### config.mk
export PLATFORM = sky130hd
export DESIGN_NAME = adc_uart_reporter
export DESIGN_NICKNAME = d
export VERILOG_FILES = /design/src/rtl/adc_uart_reporter.sv
export SDC_FILE = /design/constraint.sdc
export NUM_CORES = 1
export LEC_CHECK = 0
export CAP_MARGIN = 20
export CORE_MARGIN = 2
export CORE_UTILIZATION = 52
export DETAILED_ROUTE_END_ITERATION = 16
export PLACE_DENSITY = 0.79
export REMOVE_ABC_BUFFERS = 1
export SLEW_MARGIN = 15
export SYNTH_ARGS = -nofsm -noshare
export SYNTH_HDL_FRONTEND = slang
export SYNTH_SLANG_ARGS = --single-unit
### constraint.sdc
create_clock -name clk -period 3.1 [get_ports clk]
set_clock_uncertainty 0.1 [all_clocks]
set_input_delay 0.93 -clock clk [delete_from_list [all_inputs] [get_ports clk]]
set_output_delay 0.93 -clock clk [all_outputs]
set_load 0.02 [all_outputs]
### src/rtl/adc_uart_reporter.sv
// adc_uart_reporter: periodically requests a measurement from the BCD/ASCII
// conversion stage, latches the ASCII digit word and sends it as a text line
// such as "1.234 V\r\n" over a UART 8N1 transmitter.
`timescale 1ns / 1ps

module adc_uart_reporter #(
  parameter int unsigned CLK_HZ        = 100_000_000,
  parameter int unsigned BAUD          = 115200,
  parameter int unsigned NUM_DIGITS    = 4,
  parameter int unsigned DP_POS        = 3,
  parameter int unsigned PERIOD_CYCLES = 10_000_000,
  parameter logic [7:0]  UNIT_CHAR     = 8'h56
) (
  input  logic                    clk,
  input  logic                    rst,
  input  logic                    bcd_end,
  input  logic [NUM_DIGITS*8-1:0] ascii_digits,
  output logic                    bcd_start,
  output logic                    tx,
  output logic                    busy,
  output logic                    frame_done
);

  localparam int unsigned BAUD_DIV   = (CLK_HZ + BAUD / 2) / BAUD;
  localparam int unsigned HAS_DP     = (DP_POS > 0) ? 1 : 0;
  localparam int unsigned INT_DIGITS = NUM_DIGITS - DP_POS;
  localparam int unsigned FRAME_LEN  = NUM_DIGITS + HAS_DP + 4;
  localparam int unsigned PER_W      = (PERIOD_CYCLES > 1) ? $clog2(PERIOD_CYCLES) : 1;
  localparam int unsigned BAUD_W     = (BAUD_DIV > 1) ? $clog2(BAUD_DIV) : 1;
  localparam int unsigned IDX_W      = $clog2(FRAME_LEN);

  localparam logic [PER_W-1:0]  PERIOD_LAST = PER_W'(PERIOD_CYCLES - 1);
  localparam logic [BAUD_W-1:0] BAUD_LAST   = BAUD_W'(BAUD_DIV - 1);
  localparam logic [IDX_W-1:0]  IDX_LAST    = IDX_W'(FRAME_LEN - 1);
  localparam logic [3:0]        STOP_BIT    = 4'd9;

  typedef enum logic [2:0] {
    S_IDLE,
    S_REQ,
    S_RELEASE,
    S_SEND,
    S_SHIFT,
    S_DONE
  } state_t;

  state_t                  state_q, state_d;
  logic [PER_W-1:0]        period_q, period_d;
  logic [BAUD_W-1:0]       baud_q, baud_d;
  logic [3:0]              bit_q, bit_d;
  logic [IDX_W-1:0]        char_idx_q, char_idx_d;
  logic [8:0]              shift_q, shift_d;
  logic [NUM_DIGITS*8-1:0] digits_q, digits_d;
  logic                    tx_q, tx_d;
  logic                    bcd_start_q, bcd_start_d;
  logic                    busy_q, busy_d;
  logic                    frame_done_q, frame_done_d;
  logic                    tick;

  // Text line as a byte table: digits with optional point, then " <unit>\r\n".
  logic [7:0] frame_bytes [FRAME_LEN];

  for (genvar k = 0; k < NUM_DIGITS; k++) begin : g_digits
    localparam int unsigned POS = (HAS_DP != 0 && k >= INT_DIGITS) ? k + 1 : k;
    assign frame_bytes[POS] = digits_q[(NUM_DIGITS-1-k)*8 +: 8];
  end

  if (HAS_DP != 0) begin : g_point
    assign frame_bytes[INT_DIGITS] = 8'h2E;
  end

  assign frame_bytes[NUM_DIGITS+HAS_DP]     = 8'h20;
  assign frame_bytes[NUM_DIGITS+HAS_DP + 1] = UNIT_CHAR;
  assign frame_bytes[NUM_DIGITS+HAS_DP + 2] = 8'h0D;
  assign frame_bytes[NUM_DIGITS+HAS_DP + 3] = 8'h0A;

  // Next-state logic for the period timer, request handshake and UART shifter.
  always_comb begin
    // NOTE: every _d starts from its _q value so no branch can leave a latch behind.
    state_d      = state_q;
    baud_d       = baud_q;
    bit_d        = bit_q;
    char_idx_d   = char_idx_q;
    shift_d      = shift_q;
    digits_d     = digits_q;
    tx_d         = tx_q;
    bcd_start_d  = bcd_start_q;
    busy_d       = busy_q;
    frame_done_d = 1'b0;

    tick     = (period_q == PERIOD_LAST);
    period_d = tick ? '0 : period_q + PER_W'(1);

    unique case (state_q)
      S_IDLE: begin
        // Ticks seen in any other state are simply lost.
        if (tick) begin
          state_d     = S_REQ;
          bcd_start_d = 1'b1;
          busy_d      = 1'b1;
        end
      end
      S_REQ: begin
        if (bcd_end) begin
          digits_d    = ascii_digits;
          bcd_start_d = 1'b0;
          state_d     = S_RELEASE;
        end
      end
      S_RELEASE: begin
        if (!bcd_end) begin
          char_idx_d = '0;
          state_d    = S_SEND;
        end
      end
      S_SEND: begin
        // Start bit goes out on the next edge; shift holds {stop, data}.
        shift_d = {1'b1, frame_bytes[char_idx_q]};
        tx_d    = 1'b0;
        baud_d  = '0;
        bit_d   = '0;
        state_d = S_SHIFT;
      end
      S_SHIFT: begin
        if (baud_q == BAUD_LAST) begin
          baud_d = '0;
          if (bit_q == STOP_BIT) begin
            if (char_idx_q == IDX_LAST) begin
              state_d      = S_DONE;
              busy_d       = 1'b0;
              frame_done_d = 1'b1;
            end else begin
              char_idx_d = char_idx_q + IDX_W'(1);
              state_d    = S_SEND;
            end
          end else begin
            tx_d    = shift_q[0];
            shift_d = {1'b1, shift_q[8:1]};
            bit_d   = bit_q + 4'd1;
          end
        end else begin
          baud_d = baud_q + BAUD_W'(1);
        end
      end
      S_DONE: begin
        state_d = S_IDLE;
      end
      default: begin
        state_d = S_IDLE;
      end
    endcase
  end

  // Register all state; reset aborts any frame and forces the line idle at once.
  always_ff @(posedge clk or posedge rst) begin
    // NOTE: non-blocking assignments make every flop sample pre-edge values.
    if (rst) begin
      state_q      <= S_IDLE;
      period_q     <= '0;
      baud_q       <= '0;
      bit_q        <= '0;
      char_idx_q   <= '0;
      shift_q      <= '1;
      digits_q     <= '0;
      tx_q         <= 1'b1;
      bcd_start_q  <= 1'b0;
      busy_q       <= 1'b0;
      frame_done_q <= 1'b0;
    end else begin
      state_q      <= state_d;
      period_q     <= period_d;
      baud_q       <= baud_d;
      bit_q        <= bit_d;
      char_idx_q   <= char_idx_d;
      shift_q      <= shift_d;
      digits_q     <= digits_d;
      tx_q         <= tx_d;
      bcd_start_q  <= bcd_start_d;
      busy_q       <= busy_d;
      frame_done_q <= frame_done_d;
    end
  end

  assign bcd_start  = bcd_start_q;
  assign tx         = tx_q;
  assign busy       = busy_q;
  assign frame_done = frame_done_q;

endmodule
==> flow_summary_export.csv <==
group,metric,value,unit
worst_hold_path,hp-class,"reg -> reg",
pwr,power.density_cell_area,419.4,nW/um2
routing,detail-route-antenna-nets,0,
sta,highest_clock_rate,397.8,MHz
pwr,p_leak,2.295,nW
floorplanning,die_area,9074,um2
finish,mostFrequentLayoutCell,"sky130_fd_sc_hd__dfrtp_1",
worst_setup_path,crit_chain,"clkdlybuf4s50_1",
worst_setup_path,max_stage_delay,0.60,ns
finish,final_cell_count_no_fill,559,
finish,most_frequent_cells_in_the_layout,"sky130_fd_sc_hd__dfrtp_1, sky130_fd_sc_hd__nand2_1, sky130_fd_sc_hd__o21ai_0, sky130_fd_sc_hd__clkdlybuf4s50_1, sky130_fd_sc_hd__nor2_1",
clock_network,cts.clk_slew.worst_paths,0.08,ns
logic_synthesis,post_synth_fa_ha_maj_area_fraction,1.734,%
sta,rsz_0062_raised_after_global_routing,"false",
sta,finalSetupTns,0,ns
floorplanning,core_area,8134,um2
sta,timing.max_slew.rel_slack,50.27,%
logic_synthesis,synth_xor_area_share,5.056,%
placement,dpl_worst_slack,0.6008,ns
global_route,grt_max_degree,37,
finish,antenna_cells,0,
routing,initialDrtViolationCount,231,
sta,post-route-min-period,2.514,ns
worst_setup_path,startpoint_type,"flip-flop",
clock_network,postCtsResizedCells,0,
logic_synthesis,async_reset_ff_share,100.0,%
sta,post-route-worst-setup-slack,0.5860,ns
sta,max_slew_violation_total_from_the_final_report,0,
placement,detailed_place_hpwl,5867,um
sta,hold_viol_final,0,
clock_network,worst_skew_pair.late_latency,0.35,ns
worst_setup_path,critical_path_buf_inv_count,1,
logic_synthesis,number_of_enable_type_register_cells_in_the_synthesized_netlist,0,
routing,drt-pass1-iter-count,4,
sta,final_min_period_over_clock_period,81.10,%
global_route,initial_antenna_violation_count,0,
finish,fraction_of_final_layout_cells_sized_beyond_drive_strength_1,16.30,%
placement,io_buffer_count,38,
routing,wl_per_cell,15.13,um
finish,post-route-util,62.19,%
worst_setup_path,critical_path.slowest_cell,"sky130_fd_sc_hd__clkdlybuf4s50_1",
logic_synthesis,ys_ff_latch,89,
run,max-cap-violations,0,
worst_setup_path,critPathTopFamily,"buffers and inverters",
sta,setup_viol_count_final,0,
finish,post_layout_net_count,490,
placement,gp_congestion,0.8343,
worst_setup_path,worst-endpoint-required,2.07,ns
routing,vias_per_cell,5.644,
worst_setup_path,arrival,1.48,ns
clock_network,root_buffer,"sky130_fd_sc_hd__clkbuf_8",
clock_network,cts_tree,"built",
logic_synthesis,synth_top_flop_cell,"sky130_fd_sc_hd__dfrtp_1",
sta,fin_worst_hold_slack,0.3754,ns
floorplanning,initial_utilization,53.24,%
clock_network,h_tree_depth,3,
logic_synthesis,syn_inst,413,
routing,remaining_drc_errors,0,
global_route,first_global_vias,3202,
logic_synthesis,synth_compound_gate_area_share,10.66,%
floorplanning,die_height,95.26,um
logic_synthesis,syn-mean-instance-area,10.49,um2
logic_synthesis,synth_sequential_area_ratio,51.69,%
placement,placed_cells_incl_taps,543,
run_status,run_status,"complete, no violations",
floorplanning,ios,39,
global_route,global_route.usage.total,20.68,%
logic_synthesis,yosys_warnings,0,
logic_synthesis,synth_top_family_by_area,"simple AND/OR/NAND/NOR gates",
routing,drt-total-wl,8460,um
global_route,grt_overflow_total,0,
clock_network,tritoncts.num_buffers,9,
routing,via_count,3155,
floorplanning,placement_rows,33,
pwr,ir_drop,0.0003154,V
worst_setup_path,worstSetupEndpointType,"output pin",
logic_synthesis,synthSimpleGateAreaFrac,17.74,%
clock_network,cts_sinks,89,
worst_setup_path,crit_path_max_fanout,2,
sta,worst_slew_pin_slew,0.7428,ns
clock_network,cts_post_setup_buffers_inserted,0,
logic_synthesis,synth_area,4330,um2
logic_synthesis,post_synth_num_cell_types,49,
global_route,first_pass_grt_wire_length,14520,um
floorplanning,dieWidth,95.26,um
worst_setup_path,path_class,"reg -> out",
finish,syn2layout_area_growth,16.82,%
clock_network,cts_hold_repair.buffers,0,
clock_network,clock_path_buffers,2,
logic_synthesis,muxShareOfSynthArea,10.11,%
worst paths after layout:
check | start | endpoint | slack [ns] | depth (start not counted)
setup / recovery | tx | tx | 0.59 | 1
hold / removal | shift_q[1] | shift_q[1] | 0.38 | 2
setup reg to reg | baud_q[0] | shift_q[3] | 0.87 | 5
hold reg to reg | shift_q[1] | shift_q[1] | 0.38 | 2
max in group asynchronous | rst | digits_q[14] | 1.47 | 3
min in group asynchronous | rst | digits_q[6] | 0.80 | 2
registers in the layout, indices dropped and copies added (netlist names):
register	flops
digits_q	32
period_q	24
baud_q	10
shift_q	8
bit_q	4
char_idx_q	4
state_q	3
bcd_start	1
busy	1
frame_done	1
tx	1
layout make-up:
cell class                      instances  area (um2)
Inverter                                9       35.03
Clock buffer                           10       137.6
Fill cell                             610        3075
Multi-Input combinational cell        295        1967
Clock inverter                          6       91.34
Timing Repair Buffer                   45       457.9
Tap cell                              105       131.4
Sequential cell                        89        2238
power breakdown:
part,internal [mW],switching (mW)
Clock,0.479,0.412
Sequential,1.16,0
Combinational,0.0416,0.0284
Total,1.68,0.440
worst reg2reg max path: cells and delay by family (launching register included):
kind | cells | cell delay (ns)
adder cells (fa/ha/maj) | 1 | 0.24
flip-flops | 1 | 0.39
AND/OR/NAND/NOR | 2 | 0.57
AO/OA/AOI/OAI | 2 | 0.85
cell families (layout without fill, tap and decap cells):
logic type,Yosys count,count (layout)
AND/OR/NAND/NOR,147,147
flip-flops,89,89
AO/OA/AOI/OAI,77,77
multiplexers,40,40
buffers and inverters,29,70
XOR/XNOR,25,25
adder cells (fa/ha/maj),6,6
metal layers:
layer  GRT usage (%)  up-vias  share of wire (%)
li1                -     1536                  -
met1           25.12     1521                 45
met2           35.74       82                 50
met3           4.427       16                3.5
met4           8.454        0                1.7
met5               0        -                  0
cell usage after synthesis, types with 10 or more instances:
cell                      count  share of area (%)
sky130_fd_sc_hd__nand2_1     44                3.8
sky130_fd_sc_hd__mux2_2      30                7.8
sky130_fd_sc_hd__a21oi_1     13                1.5
sky130_fd_sc_hd__nand4_1     11                1.6
sky130_fd_sc_hd__nand3_1     11                1.3
sky130_fd_sc_hd__xnor2_1     13                2.6
sky130_fd_sc_hd__buf_2       11                1.3
sky130_fd_sc_hd__xor2_1      12                2.4
sky130_fd_sc_hd__dfrtp_1     80                 46
sky130_fd_sc_hd__o21ai_0     38                4.4
sky130_fd_sc_hd__mux2i_1     10                2.3
sky130_fd_sc_hd__nor2_1      32                2.8
through the flow:
step / area (um2) / power [mW]
after floorplan: 4234 / 1.200
after global placement: 4830 / 1.253
after detailed placement: 4830 / 1.255
after CTS: 5059 / 2.154
after global routing: 5059 / 2.204
final: 5059 / 2.121
(Power assumes the default switching activity.)
